--- src/rtl/ssp_stall_ctrl_if.sv ---
// ssp_stall_ctrl_if: bundle of the clock-unit, requester and interrupt signals of the stall arbiter
interface ssp_stall_ctrl_if #(
  parameter int NREQ  = 4,
  parameter int CNT_W = 8
);
  logic             phi1_i;
  logic             phi2_i;
  logic [NREQ-1:0]  req_i;
  logic [CNT_W-1:0] hold_len_i;
  logic             intr_clr_i;
  logic [NREQ-1:0]  ack_o;
  logic [1:0]       ssp_intr_o;
  logic [2:0]       intr_src_o;
  logic             busy_o;
  logic             done_o;
  modport master (
    output phi1_i, phi2_i, req_i, hold_len_i, intr_clr_i,
    input  ack_o, ssp_intr_o, intr_src_o, busy_o, done_o
  );
  modport slave (
    input  phi1_i, phi2_i, req_i, hold_len_i, intr_clr_i,
    output ack_o, ssp_intr_o, intr_src_o, busy_o, done_o
  );
endinterface

--- src/rtl/ssp_stall_ctrl.sv ---
// ssp_stall_ctrl: round-robin stall arbiter that freezes whole phi1/phi2 frames and raises a sticky interrupt
module ssp_stall_ctrl #(
  parameter int NREQ  = 4,
  parameter int CNT_W = 8
) (
  input logic            clk_i,
  input logic            clear_i,
  ssp_stall_ctrl_if.slave bus
);
  localparam int IW = $clog2(NREQ);
  typedef enum logic [1:0] {IDLE, ARM, STALL} state_t;
  state_t           r_state;
  logic [1:0]       r_sh;
  logic             r_locked;
  logic [CNT_W-1:0] r_cnt;
  logic [IW-1:0]    r_cur;
  logic [IW-1:0]    r_last;
  logic [NREQ-1:0]  r_ack;
  logic             r_stall;
  logic             r_intr;
  logic [2:0]       r_src;
  logic             r_busy;
  logic             r_done;
  logic [IW-1:0]    w_win;
  int               w_best;
  // round-robin pick: nearest requester above the last completed one, wrapping
  always_comb begin
    w_win = r_last;
    w_best = NREQ;
    for (int i = 0; i < NREQ; i++)
      if (bus.req_i[i] && ((i + NREQ - 1 - int'(r_last)) % NREQ) < w_best) begin
        w_win = IW'(i);
        w_best = (i + NREQ - 1 - int'(r_last)) % NREQ;
      end
  end
  // shadow frame position, resynchronised by every phi2 from the clock unit
  always_ff @(posedge clk_i or posedge clear_i) begin
    if (clear_i) begin
      r_sh <= 2'd0;
      r_locked <= 1'b0;
    end else begin
      r_sh <= bus.phi2_i ? 2'd0 : r_sh + 2'd1;
      r_locked <= r_locked | bus.phi2_i;
    end
  end
  // grant, frame-aligned stall and sticky interrupt; completion beats a concurrent clear
  always_ff @(posedge clk_i or posedge clear_i) begin
    if (clear_i) begin
      r_state <= IDLE;
      r_cnt <= '0;
      r_cur <= '0;
      r_last <= IW'(NREQ - 1);
      r_ack <= '0;
      r_stall <= 1'b0;
      r_intr <= 1'b0;
      r_src <= '0;
      r_busy <= 1'b0;
      r_done <= 1'b0;
    end else begin
      r_ack <= '0;
      r_done <= 1'b0;
      if (bus.intr_clr_i && !r_done) r_intr <= 1'b0;
      case (r_state)
        IDLE:
          if (r_locked && |bus.req_i) begin
            r_ack <= {{(NREQ-1){1'b0}}, 1'b1} << w_win;
            r_cur <= w_win;
            r_cnt <= (bus.hold_len_i == '0) ? CNT_W'(1) : bus.hold_len_i;
            r_busy <= 1'b1;
            r_state <= ARM;
          end
        ARM:
          if (r_sh == 2'd0) begin
            r_stall <= 1'b1;
            r_state <= STALL;
          end
        STALL:
          if (r_sh == 2'd3 && r_cnt != '0) r_cnt <= r_cnt - CNT_W'(1);
          else if (r_sh == 2'd0 && r_cnt == '0) begin
            r_stall <= 1'b0;
            r_done <= 1'b1;
            r_intr <= 1'b1;
            r_src <= 3'(r_cur);
            r_last <= r_cur;
            r_busy <= 1'b0;
            r_state <= IDLE;
          end
        default: r_state <= IDLE;
      endcase
    end
  end
  assign bus.ack_o = r_ack;
  assign bus.ssp_intr_o = {r_intr, r_stall};
  assign bus.intr_src_o = r_src;
  assign bus.busy_o = r_busy;
  assign bus.done_o = r_done;
endmodule

--- src/flat_wrapper.sv ---
// flat-port wrapper written by rule: the top's interface ports become plain ports
module ssp_stall_ctrl_flat 
#(
  parameter int NREQ  = 4,
  parameter int CNT_W = 8
)
  (clk_i, clear_i, bus_phi1_i, bus_phi2_i, bus_req_i, bus_hold_len_i, bus_intr_clr_i, bus_ack_o, bus_ssp_intr_o, bus_intr_src_o, bus_busy_o, bus_done_o);
  ssp_stall_ctrl_if #(.NREQ(NREQ), .CNT_W(CNT_W)) bus_i ();
  input logic clk_i;
  input logic clear_i;
  input wire logic [$bits(bus_i.phi1_i)-1:0] bus_phi1_i;
  input wire logic [$bits(bus_i.phi2_i)-1:0] bus_phi2_i;
  input wire logic [$bits(bus_i.req_i)-1:0] bus_req_i;
  input wire logic [$bits(bus_i.hold_len_i)-1:0] bus_hold_len_i;
  input wire logic [$bits(bus_i.intr_clr_i)-1:0] bus_intr_clr_i;
  output wire logic [$bits(bus_i.ack_o)-1:0] bus_ack_o;
  output wire logic [$bits(bus_i.ssp_intr_o)-1:0] bus_ssp_intr_o;
  output wire logic [$bits(bus_i.intr_src_o)-1:0] bus_intr_src_o;
  output wire logic [$bits(bus_i.busy_o)-1:0] bus_busy_o;
  output wire logic [$bits(bus_i.done_o)-1:0] bus_done_o;
  assign bus_i.phi1_i = bus_phi1_i;
  assign bus_i.phi2_i = bus_phi2_i;
  assign bus_i.req_i = bus_req_i;
  assign bus_i.hold_len_i = bus_hold_len_i;
  assign bus_i.intr_clr_i = bus_intr_clr_i;
  assign bus_ack_o = bus_i.ack_o;
  assign bus_ssp_intr_o = bus_i.ssp_intr_o;
  assign bus_intr_src_o = bus_i.intr_src_o;
  assign bus_busy_o = bus_i.busy_o;
  assign bus_done_o = bus_i.done_o;
  ssp_stall_ctrl #(.NREQ(NREQ), .CNT_W(CNT_W)) u_core (.clk_i(clk_i), .clear_i(clear_i), .bus(bus_i));
endmodule
--- config.mk ---
export PLATFORM = sky130hd
export DESIGN_NAME = ssp_stall_ctrl_flat
export DESIGN_NICKNAME = d
export VERILOG_FILES = /design/src/rtl/ssp_stall_ctrl_if.sv /design/src/rtl/ssp_stall_ctrl.sv /design/src/flat_wrapper.sv
export SDC_FILE = /design/constraint.sdc
export NUM_CORES = 1
export LEC_CHECK = 0
export ABC_CLOCK_PERIOD_IN_PS = 5500
export CAP_MARGIN = 20
export CORE_ASPECT_RATIO = 1.4
export CORE_MARGIN = 2
export CORE_UTILIZATION = 45
export CTS_BUF_LIST = sky130_fd_sc_hd__clkbuf_4 sky130_fd_sc_hd__clkbuf_8
export CTS_CLUSTER_SIZE = 10
export DETAILED_ROUTE_END_ITERATION = 12
export GPL_TIMING_DRIVEN = 0
export PLACE_DENSITY = 0.7
export SLEW_MARGIN = 40
export SYNTH_ARGS = -nofsm -noshare
export SYNTH_HDL_FRONTEND = slang
export SYNTH_SLANG_ARGS = --single-unit
--- constraint.sdc ---
create_clock -name clk_i -period 5.5 [get_ports clk_i]
set_input_delay 1.1 -clock clk_i [delete_from_list [all_inputs] [get_ports clk_i]]
set_output_delay 1.1 -clock clk_i [all_outputs]
set_load 0.01 [all_outputs]
Word level (Yosys, flattened, before mapping)

Cells that the tools add are included.

Add/sub/neg operators: 6
$mul: 0
Divide/modulo/power cells: 0
Order comparisons: 4
Equality and inequality tests: 8
Shift-type cells: 1
Muxes and demuxes: 32
Bitwise operators: 6
Reduce and logical (&&, ||, !) cells: 27

Operators with widths:

| cell                  | count |
|---|---|
| $lt A3 B32 Y1         | 3 |
| $mux W32              | 3 |
| $mux W8               | 3 |
| $mux W2               | 9 |
| $logic_not A8 Y1      | 2 |
| $pmux W8 S2           | 1 |
| $reduce_and A4 Y1     | 3 |
| $sub A3 B2 Y4 const A | 3 |
| $mux W1               | 11 |
| $logic_and A1 B1 Y1   | 8 |
| $mux W4               | 2 |
| $ne A2 B1 Y1 const B  | 4 |
| $reduce_bool A8 Y1    | 1 |
| $reduce_or A2 Y1      | 4 |
| $sub A8 B1 Y8 const B | 1 |
| $pmux W2 S3           | 1 |
| $reduce_and A3 Y1     | 2 |
| $and A1 B1 Y1         | 4 |
| $eq A2 B2 Y1 const B  | 2 |
| $logic_not A2 Y1      | 2 |
| $lt A3 B4 Y1 const B  | 1 |
| $pmux W1 S2           | 2 |
| $reduce_bool A2 Y1    | 2 |
| $reduce_or A4 Y1      | 1 |
| other kinds (9)       | 9 |

Register bits: 27
Latch bits: 0
RAM bits: 0
Memory bits (read-only): 0
Bits of input ports: 17
Output and inout bits: 11
Word-level logic and storage cells: 96
Memories: 0

Depth between registers and ports, before layout

Gate-level depths: netlist of run 1.

Word-level depth: 18
Gate-level depth with buffers: 12
Gate-level depth less buffers: 11

Worst setup path before layout of run 1

No wires, ideal clock.

Path kind: input to register
Start point: input port bus_req_i[1]
End point: register u_core.r_cur[0]
Setup time: 0.126 ns
Arrival: 3.367 ns
Data required time: 5.374 ns
Setup slack: 2.007 ns
Stages on the path: 11
Buffers on the path: 1
Path through: buf_2 > nor4b_1 > a21oi_1 > ha_1 > o22ai_1 > o21ai_0 > mux2_2 > ha_1 > o31a_1 > a21oi_1 > o32a_1

Longest elaborated chain between the ends: 8
Elaborated cells on any way between the ends: 13
Classes of those cells: order compare: 2; mux: 5; reduce/logical: 6

RTL lines:

| element              | line                 | text |
|---|---|---|
| start, declared      | flat_wrapper.sv:13   | `input wire logic [$bits(bus_i.req_i)-1:0] bus_req_i;` |
| $logic_and A1 B1 Y1  | ssp_stall_ctrl.sv:31 | `if (bus.req_i[i] && ((i + NREQ - 1 - int'(r_last)) % NREQ) < w_best) begin` |
| $mux W32             | ssp_stall_ctrl.sv:31 |  |
| $lt A3 B32 Y1        | ssp_stall_ctrl.sv:31 |  |
| $logic_and A1 B1 Y1  | ssp_stall_ctrl.sv:31 |  |
| $mux W32             | ssp_stall_ctrl.sv:31 |  |
| $lt A3 B32 Y1        | ssp_stall_ctrl.sv:31 |  |
| $logic_and A1 B1 Y1  | ssp_stall_ctrl.sv:31 |  |
| $mux W2              | ssp_stall_ctrl.sv:31 |  |
| end signal, assigned | ssp_stall_ctrl.sv:67 | `r_cur <= w_win;` |
| end, declared        | ssp_stall_ctrl.sv:16 | `logic [IW-1:0] r_cur;` |

Parallel ways exist; a longest one is shown, timed or not.
A chain may end at the register's enable or synchronous reset.

Final worst setup path of run 1

Start point: input port bus_req_i[0]
End point: register u_core.r_cur[0]

Longest elaborated chain between the ends: 11
Elaborated cells on any way between the ends: 17
Classes of those cells: order compare: 3; mux: 7; reduce/logical: 7

RTL lines:

| element             | line |
|---|---|
| $logic_and A1 B1 Y1 | ssp_stall_ctrl.sv:31 |
| $mux W32            | ssp_stall_ctrl.sv:31 |
| $lt A3 B32 Y1       | ssp_stall_ctrl.sv:31 |
| $logic_and A1 B1 Y1 | ssp_stall_ctrl.sv:31 |
| $mux W32            | ssp_stall_ctrl.sv:31 |
| $lt A3 B32 Y1       | ssp_stall_ctrl.sv:31 |
| $logic_and A1 B1 Y1 | ssp_stall_ctrl.sv:31 |
| $mux W32            | ssp_stall_ctrl.sv:31 |
| $lt A3 B32 Y1       | ssp_stall_ctrl.sv:31 |
| $logic_and A1 B1 Y1 | ssp_stall_ctrl.sv:31 |
| $mux W2             | ssp_stall_ctrl.sv:31 |

Parallel ways exist; a longest one is shown, timed or not.

==> key figures, run 1 <==
Outcome
  – Outcome: completed

Global route
  – First-pass GRT wire length: 5.43 mm
  – Grt ovf: 0
  – Pin count of the biggest net entering global routing: 28
  – Initial antenna violation count: 0
  – Vias in the first global route: 1250
  – GRT Overall Usage: 18.8%

Pwr
  – Power Dens Cells: 390 nW/um2
  – Lkg Pwr: 0.770 nW
  – Maximum vdd drop: 209 uV
  – Clock power share: 15.5%
  – Sw Share: 39.3%
  – Reg power frac: 42.4%
  – Internal Power: 443 uW
  – Gate power share: 42.1%
  – Psw: 287 uW

Routing
  – Initial DRC count: 36
  – Via Count: 1261
  – Via density: 5.60
  – WL per Instance: 15.1 um
  – Post-Route WL: 3.39 mm
  – Drt pass-1 iters: 4
  – Final ANT Viol Nets: 0
  – DRC Markers: 0

Worst setup path
  – Max incr delay on CP: 620 ps
  – Slowest-stage cell, CP: clkdlybuf4s50_1
  – Crit end category: register
  – Crit-path cells: clkdlybuf4s50_1, inv_1, o21ai_0, a21oi_1, ha_1, o22ai_1, o21ai_0, mux2_2, ha_1, o31a_1, a21oi_1, o32a_1
  – Crit path from: bus_req_i[0]
  – Crit path DAT: 4180 ps
  – Setup crit start kind: primary input
  – Kind of critical path: primary input to register
  – Crit path required time: 5660 ps
  – R2r startpoint: u_core.r_last[0]
  – Crit-path max FO: 8

Timing
  – Worst Skew: 5.66 ps
  – Final setup vio count: 0
  – Max Freq: 249 MHz
  – Period utilization: 73.0%
  – Worst setup margin: 1480 ps
  – Setup TNS: 0 ps
  – Final Hold Fails: 0
  – Max-slew violations: 0
  – Minimum clock period: 4020 ps
  – Slew headroom: 51.1%
  – Unrepaired setup endpoints after global routing: false
  – Slew @ Worst Pin: 726 ps

CTS
  – # resized after CTS: 0
  – Num CTS Buffers: 3
  – Clk_lat worst skew: 270 ps
  – Max Root-Sink Buffers: 2
  – Setup bufs post-CTS: 0
  – TritonCTS clock tree: yes
  – Htree depth: 1
  – Clock slew at reported path FFs: 100 ps
  – Cts hold-fix bufs: 0
  – CTS Sinks: 27
  – Root Buffer: clkbuf_8

Yosys
  – Synth top area share: 40.7%
  – Seq/Total Area, Yosys: 44.2%
  – Top cells by area, synth: dfrtp_1 (41%), ha_1 (4.9%), mux2_2 (3.7%), o21ai_0 (3.6%), dfstp_2 (3.4%)
  – Most area-hungry cell type in the Yosys netlist: dfrtp_1
  – Commonest register cell after synthesis: dfrtp_1
  – EDFF count, synth: 0
  – Syn Std Cell Area: 1540 um2
  – Post-synth ARST share: 100%
  – Synthesis warning total: 0
  – Post-synthesis register bit count: 27
  – Mean Syn Cell Area: 9.78 um2
  – Synthesized Nets: 180
  – Yosys cell types: 49
  – Synth Instances: 157

Finish
  – Fin nets: 209
  – Syn-to-layout area delta: 22.1%
  – Most common cell after layout, fill and taps aside: dfrtp_1
  – Most frequent cells in the layout: dfrtp_1 (25), clkdlybuf4s50_1 (24), o21ai_0 (11)
  – Design area: 1870 um2
  – Cell Count, Final, Fillers Out: 225
  – Share of post-route cells with drive strength above 1: 14.6%
  – Filler Cells Inserted: 314
  – # diodes: 0

Placement
  – Setup WS pre-CTS: 1200 ps
  – RePlAce Congestion: 0.778
  – Post-DP Area: 1830 um2
  – Inst Count DP: 221
  – Dpl hpwl: 2.62 mm
  – Port bufs: 24

Floorplan
  – I/O pins: 28
  – Die Span X: 53.4 um
  – FP Rows: 25
  – Core Region: 3320 um2
  – Die area: 3900 um2
  – Starting Density: 46.3%
  – Die H: 73.1 um

Flow run
  – # Max-Cap Violations: 0

Worst hold path
  – Hold_sp: u_core.r_sh[0]
  – Hold Crit Class: register to register
## state kept, by name, indices dropped and copies added, names as in the netlist
signal	cells
u_core.bus.done_o	1
u_core.r_last	2
u_core.bus.busy_o	1
u_core.r_stall	1
u_core.r_cur	2
u_core.r_state	2
u_core.bus.ack_o	4
u_core.r_locked	1
u_core.r_cnt	8
u_core.r_sh	2
u_core.bus.intr_src_o	2
u_core.r_intr	1
## final timing paths
check	to	slack, ps	depth (start not counted)
hold reg to reg	u_core.r_sh[0]	460	1
min in group asynchronous	u_core.r_cnt[0]	1190	2
setup / recovery	u_core.r_cur[0]	1480	12
hold / removal	u_core.r_sh[0]	460	1
max in group asynchronous	u_core.r_last[0]	3940	2
setup reg to reg	u_core.r_cur[0]	2200	12
## routing by layer
metal | GRT usage, % | part of all wire, % | wire, um | up-vias
met5 | 0 | 0 | 0 | -
met4 | 9.69 | 2.7 | 93 | 0
met3 | 2.87 | 2.7 | 92 | 8
met2 | 34.0 | 54 | 1840 | 32
met1 | 20.3 | 40 | 1360 | 601
li1 | - | - | - | 620
## power groups by stage
stage,combinational [mW],clock (mW),sequential [mW]
floorplan,0.220,0,0.300
global placement,0.295,0,0.308
detailed placement,0.308,0,0.312
CTS,0.309,0.116,0.308
global route,0.342,0.122,0.318
finish,0.308,0.113,0.310
## metrics by stage
| stage | hold WS, ps | power [mW] | util (%) |
|---|---|---|---|
| 4_1_cts | 468 | 0.734 | 56.5 |
| 3_5_place_dp | 447 | 0.620 | 55.1 |
| 5_1_grt | 488 | 0.783 | 56.5 |
| 3_3_place_gp | 446 | 0.602 | 55.1 |
| 2_1_floorplan | 426 | 0.520 | - |
| 6_report | 460 | 0.730 | 56.5 |
## logic make-up (layout without fill, tap and decap cells)
kind of cell	after synthesis	in the layout	synth area share (%)
simple gates	54	54	20.7
mux	6	6	4.32
flops	27	27	44.2
other cells	1	1	0.244
fa+ha+maj	6	6	4.89
buf+inv	19	47	5.54
compound gates	43	43	19.6
xor+xnor	1	1	0.571
## synth_stat cells (all sizes together), types with 3 or more instances
cell type and instances:
dfrtp 25, o21ai 12, inv 11, nor2 10
nand2 8, a21oi 7, ha 6, buf 5
mux2 5, nand2b 5, nand3 5, nor2b 5
nor3 4, o211ai 4, a211oi 3, clkbuf 3
nor3b 3, nor4 3
## worst max-delay path, delay by kind of cell
kind                     cells  cell delay (ps)
adder cells (fa/ha/maj)      2              580
buffers and inverters        2              720
multiplexers                 1              390
AO/OA/AOI/OAI                7             1400
## cell type report
class / count / area, um2 / share of cell area (%)
multi-input combinational: 111 / 772 / 41.2
inverter: 11 / 41.3 / 2.20
tap: 40 / 50.0 / 2.67
clock buffer: 3 / 41.3 / 2.20
buffer: 8 / 43.8 / 2.34
clock inverter: 1 / 7.51 / 0.401
timing repair buffer: 24 / 240 / 12.8
sequential: 27 / 678 / 36.2
Note: power is estimated with default switching activity, not from simulation.
==> run 2: changes to the inputs <==
--- a/config.mk
+++ b/config.mk
@@ -5,7 +5,7 @@
 export SDC_FILE = /design/constraint.sdc
 export NUM_CORES = 1
 export LEC_CHECK = 0
-export ABC_CLOCK_PERIOD_IN_PS = 5500
+export ABC_CLOCK_PERIOD_IN_PS = 3540
 export CAP_MARGIN = 20
 export CORE_ASPECT_RATIO = 1.4
 export CORE_MARGIN = 2
@@ -14,7 +14,7 @@
 export CTS_CLUSTER_SIZE = 10
 export DETAILED_ROUTE_END_ITERATION = 12
 export GPL_TIMING_DRIVEN = 0
-export PLACE_DENSITY = 0.7
+export PLACE_DENSITY = 0.73
 export SLEW_MARGIN = 40
 export SYNTH_ARGS = -nofsm -noshare
 export SYNTH_HDL_FRONTEND = slang
==> constraint.sdc (replaced) <==
create_clock -name clk_i -period 3.54 [get_ports clk_i]
set_input_delay 0.708 -clock clk_i [delete_from_list [all_inputs] [get_ports clk_i]]
set_output_delay 0.708 -clock clk_i [all_outputs]
set_load 0.01 [all_outputs]
==> key figures, run 2 (synthesis gave the netlist of run 1 again) <==
Worst hold path
  – Hold Crit Class: register to register (unchanged)

CTS
  – CTS Sinks: 27 (unchanged)
  – TritonCTS clock tree: yes (unchanged)
  – Clk_lat worst skew: 270 ps (about the same)
  – Num CTS Buffers: 3 (unchanged)
  – Clock slew at reported path FFs: 90 ps (was 100 ps)
  – Setup bufs post-CTS: 0 (unchanged)
  – Htree depth: 1 (unchanged)
  – Root Buffer: clkbuf_8 (unchanged)
  – Max Root-Sink Buffers: 2 (unchanged)

Finish
  – Design area: 1880 um2 (was 1870 um2)
  – Syn-to-layout area delta: 22.5% (was 22.1%)
  – Fin util: 56.7% (was 56.5%)
  – Share of post-route cells with drive strength above 1: 15.1% (was 14.6%)
  – Most common cell after layout, fill and taps aside: dfrtp_1 (unchanged)
  – # diodes: 0 (unchanged)
  – Biggest register: u_core.r_cnt (unchanged)
  – Max FFs per register: 8 (unchanged)
  – Cell Count, Final, Fillers Out: 225 (unchanged)
  – Most frequent cells in the layout: dfrtp_1 (25), clkdlybuf4s50_1 (23), inv_1 (10), nor2_1 (10), o21ai_0 (10) (was dfrtp_1 (25), clkdlybuf4s50_1 (24), o21ai_0 (11))
  – Fin nets: 209 (unchanged)

Floorplan
  – FP Rows: 25 (unchanged)
  – Core Region: 3320 um2 (unchanged)
  – I/O pins: 28 (unchanged)
  – Die Span X: 53.4 um (unchanged)
  – Starting Density: 46.3% (unchanged)
  – Die area: 3900 um2 (unchanged)
  – Die H: 73.1 um (unchanged)

Routing
  – Via density: 5.60 (about the same)
  – Final ANT Viol Nets: 0 (unchanged)
  – Via Count: 1260 (was 1261)
  – Drt pass-1 iters: 4 (unchanged)
  – Initial DRC count: 41 (was 36)
  – DRC Markers: 0 (unchanged)
  – WL per Instance: 14.7 um (was 15.1 um)
  – Post-Route WL: 3.32 mm (was 3.39 mm)

Pwr
  – Power Dens Cells: 605 nW/um2 (was 390 nW/um2)
  – Total power: 1.14 mW (was 730 uW)
  – Reg power frac: 42.6% (was 42.4%)
  – Clock power share: 15.3% (was 15.5%)
  – Sw Share: 39.3% (about the same)
  – Psw: 447 uW (was 287 uW)
  – Maximum vdd drop: 289 uV (was 209 uV)
  – Lkg Pwr: 0.780 nW (was 0.770 nW)
  – Internal Power: 690 uW (was 443 uW)
  – Gate power share: 42.1% (about the same)

Worst setup path
  – R2r startpoint: u_core.r_last[1] (was u_core.r_last[0])
  – Crit end category: register (unchanged)
  – Worst R2R End: u_core.r_cur[0] (unchanged)
  – Crit path from: u_core.r_last[1] (was bus_req_i[0])
  – Crit path required time: 3700 ps (was 5660 ps)
  – Critical Path Sink: u_core.r_cur[0] (unchanged)
  – Setup crit start kind: register (was primary input)
  – Kind of critical path: register to register (was primary input to register)
  – Crit-path max FO: 7 (was 8)
  – R2R Setup Slk: 420 ps (was 2200 ps)
  – Crit path DAT: 3280 ps (was 4180 ps)
  – Worst reg-to-reg path cell count: 11 (was 12)

Flow run
  – # Max-Cap Violations: 0 (unchanged)

Timing
  – Max-slew violations: 0 (unchanged)
  – Max Freq: 320 MHz
  – Slew @ Worst Pin: 589 ps (was 726 ps)
  – Worst Skew: 5.25 ps (was 5.66 ps)
  – Final Hold Fails: 0 (unchanged)
  – Setup TNS: 0 ps (unchanged)
  – Final setup vio count: 0 (unchanged)
  – Minimum clock period: 3120 ps
  – Slew headroom: 60.4% (was 51.1%)
  – Unrepaired setup endpoints after global routing: false (unchanged)
  – Period utilization: 88.2%

Outcome
  – Outcome: completed (unchanged)

Global route
  – GRT Overall Usage: 19.1% (was 18.8%)
  – Pin count of the biggest net entering global routing: 28 (unchanged)
  – Vias in the first global route: 1292 (was 1250)
  – First-pass GRT wire length: 5.60 mm (was 5.43 mm)
  – Grt ovf: 0 (unchanged)
  – Initial antenna violation count: 0 (unchanged)

Placement
  – Post-DP Area: 1830 um2 (unchanged)
  – RePlAce Congestion: 0.768 (was 0.778)
  – Port bufs: 24 (unchanged)
  – Inst Count DP: 221 (unchanged)
  – Dpl hpwl: 2.63 mm (was 2.62 mm)
## run 2: critical path, stage by stage (launching register included)
cell and delay [ps]:
dfstp_2 610, inv_1 90, nor4b_1 320, a21oi_1 110
ha_1 310, o22ai_1 100, o21ai_2 220, mux2_2 370
ha_1 270, o31a_1 180, a21oi_1 110, o32a_1 330
## run 2: what timing repair did
action | CTS | global route
pin swaps | 0 | 0
setup endpoints to repair | 1 | 5
hold buffers | 0 | 0
resized for setup | 1 | 2
## run 2: per-stage QoR
step / worst slack [ps] / hold slack (ps)
2_1_floorplan: 439 / 426
6_report: 419 / 470
3_3_place_gp: -211 / 446
4_1_cts: 86.7 / 471
5_1_grt: 185 / 504
3_5_place_dp: -322 / 458
## run 2: final cells by class
| class | count | area [um2] |
|---|---|---|
| Tap cell | 40 | 50.0 |
| Sequential cell | 27 | 678 |
| Multi-Input combinational cell | 111 | 776 |
| Clock buffer | 3 | 41.3 |
| Inverter | 11 | 41.3 |
| Buffer | 8 | 43.8 |
| Clock inverter | 1 | 7.51 |
| Timing Repair Buffer | 24 | 243 |
| Fill cell | 308 | 1440 |
## run 2: power groups by stage
stage | Combinational, mW | Clock (mW) | Sequential (mW)
final | 0.478 | 0.174 | 0.485
after global routing | 0.539 | 0.191 | 0.496
after CTS | 0.478 | 0.180 | 0.481
after detailed placement | 0.476 | 0 | 0.488
after global placement | 0.455 | 0 | 0.478
after floorplan | 0.342 | 0 | 0.466
## run 2: worst min-delay path by stage
| stage | depth (start not counted) | startpoint | end | slack (ps) |
|---|---|---|---|---|
| after floorplan | 1 | u_core.r_sh[0] | u_core.r_sh[0] | 430 |
| after global placement | 1 | u_core.r_sh[0] | u_core.r_sh[0] | 450 |
| after detailed placement | 1 | u_core.r_locked | u_core.r_locked | 460 |
| after CTS | 1 | u_core.r_sh[0] | u_core.r_sh[0] | 470 |
| after global routing | 1 | u_core.r_sh[0] | u_core.r_sh[0] | 500 |
| final | 1 | u_core.r_sh[0] | u_core.r_sh[0] | 470 |
## run 2: metal layers
metal  wire (um)  share of wire, %  vias up  GRT usage [%]
met5           0                 0        -              0
met4          34               1.0        0           6.55
met3          85               2.6        2           1.64
met2        1900                57       16           36.1
met1        1290                39      623           21.7
li1            -                 -      619              -
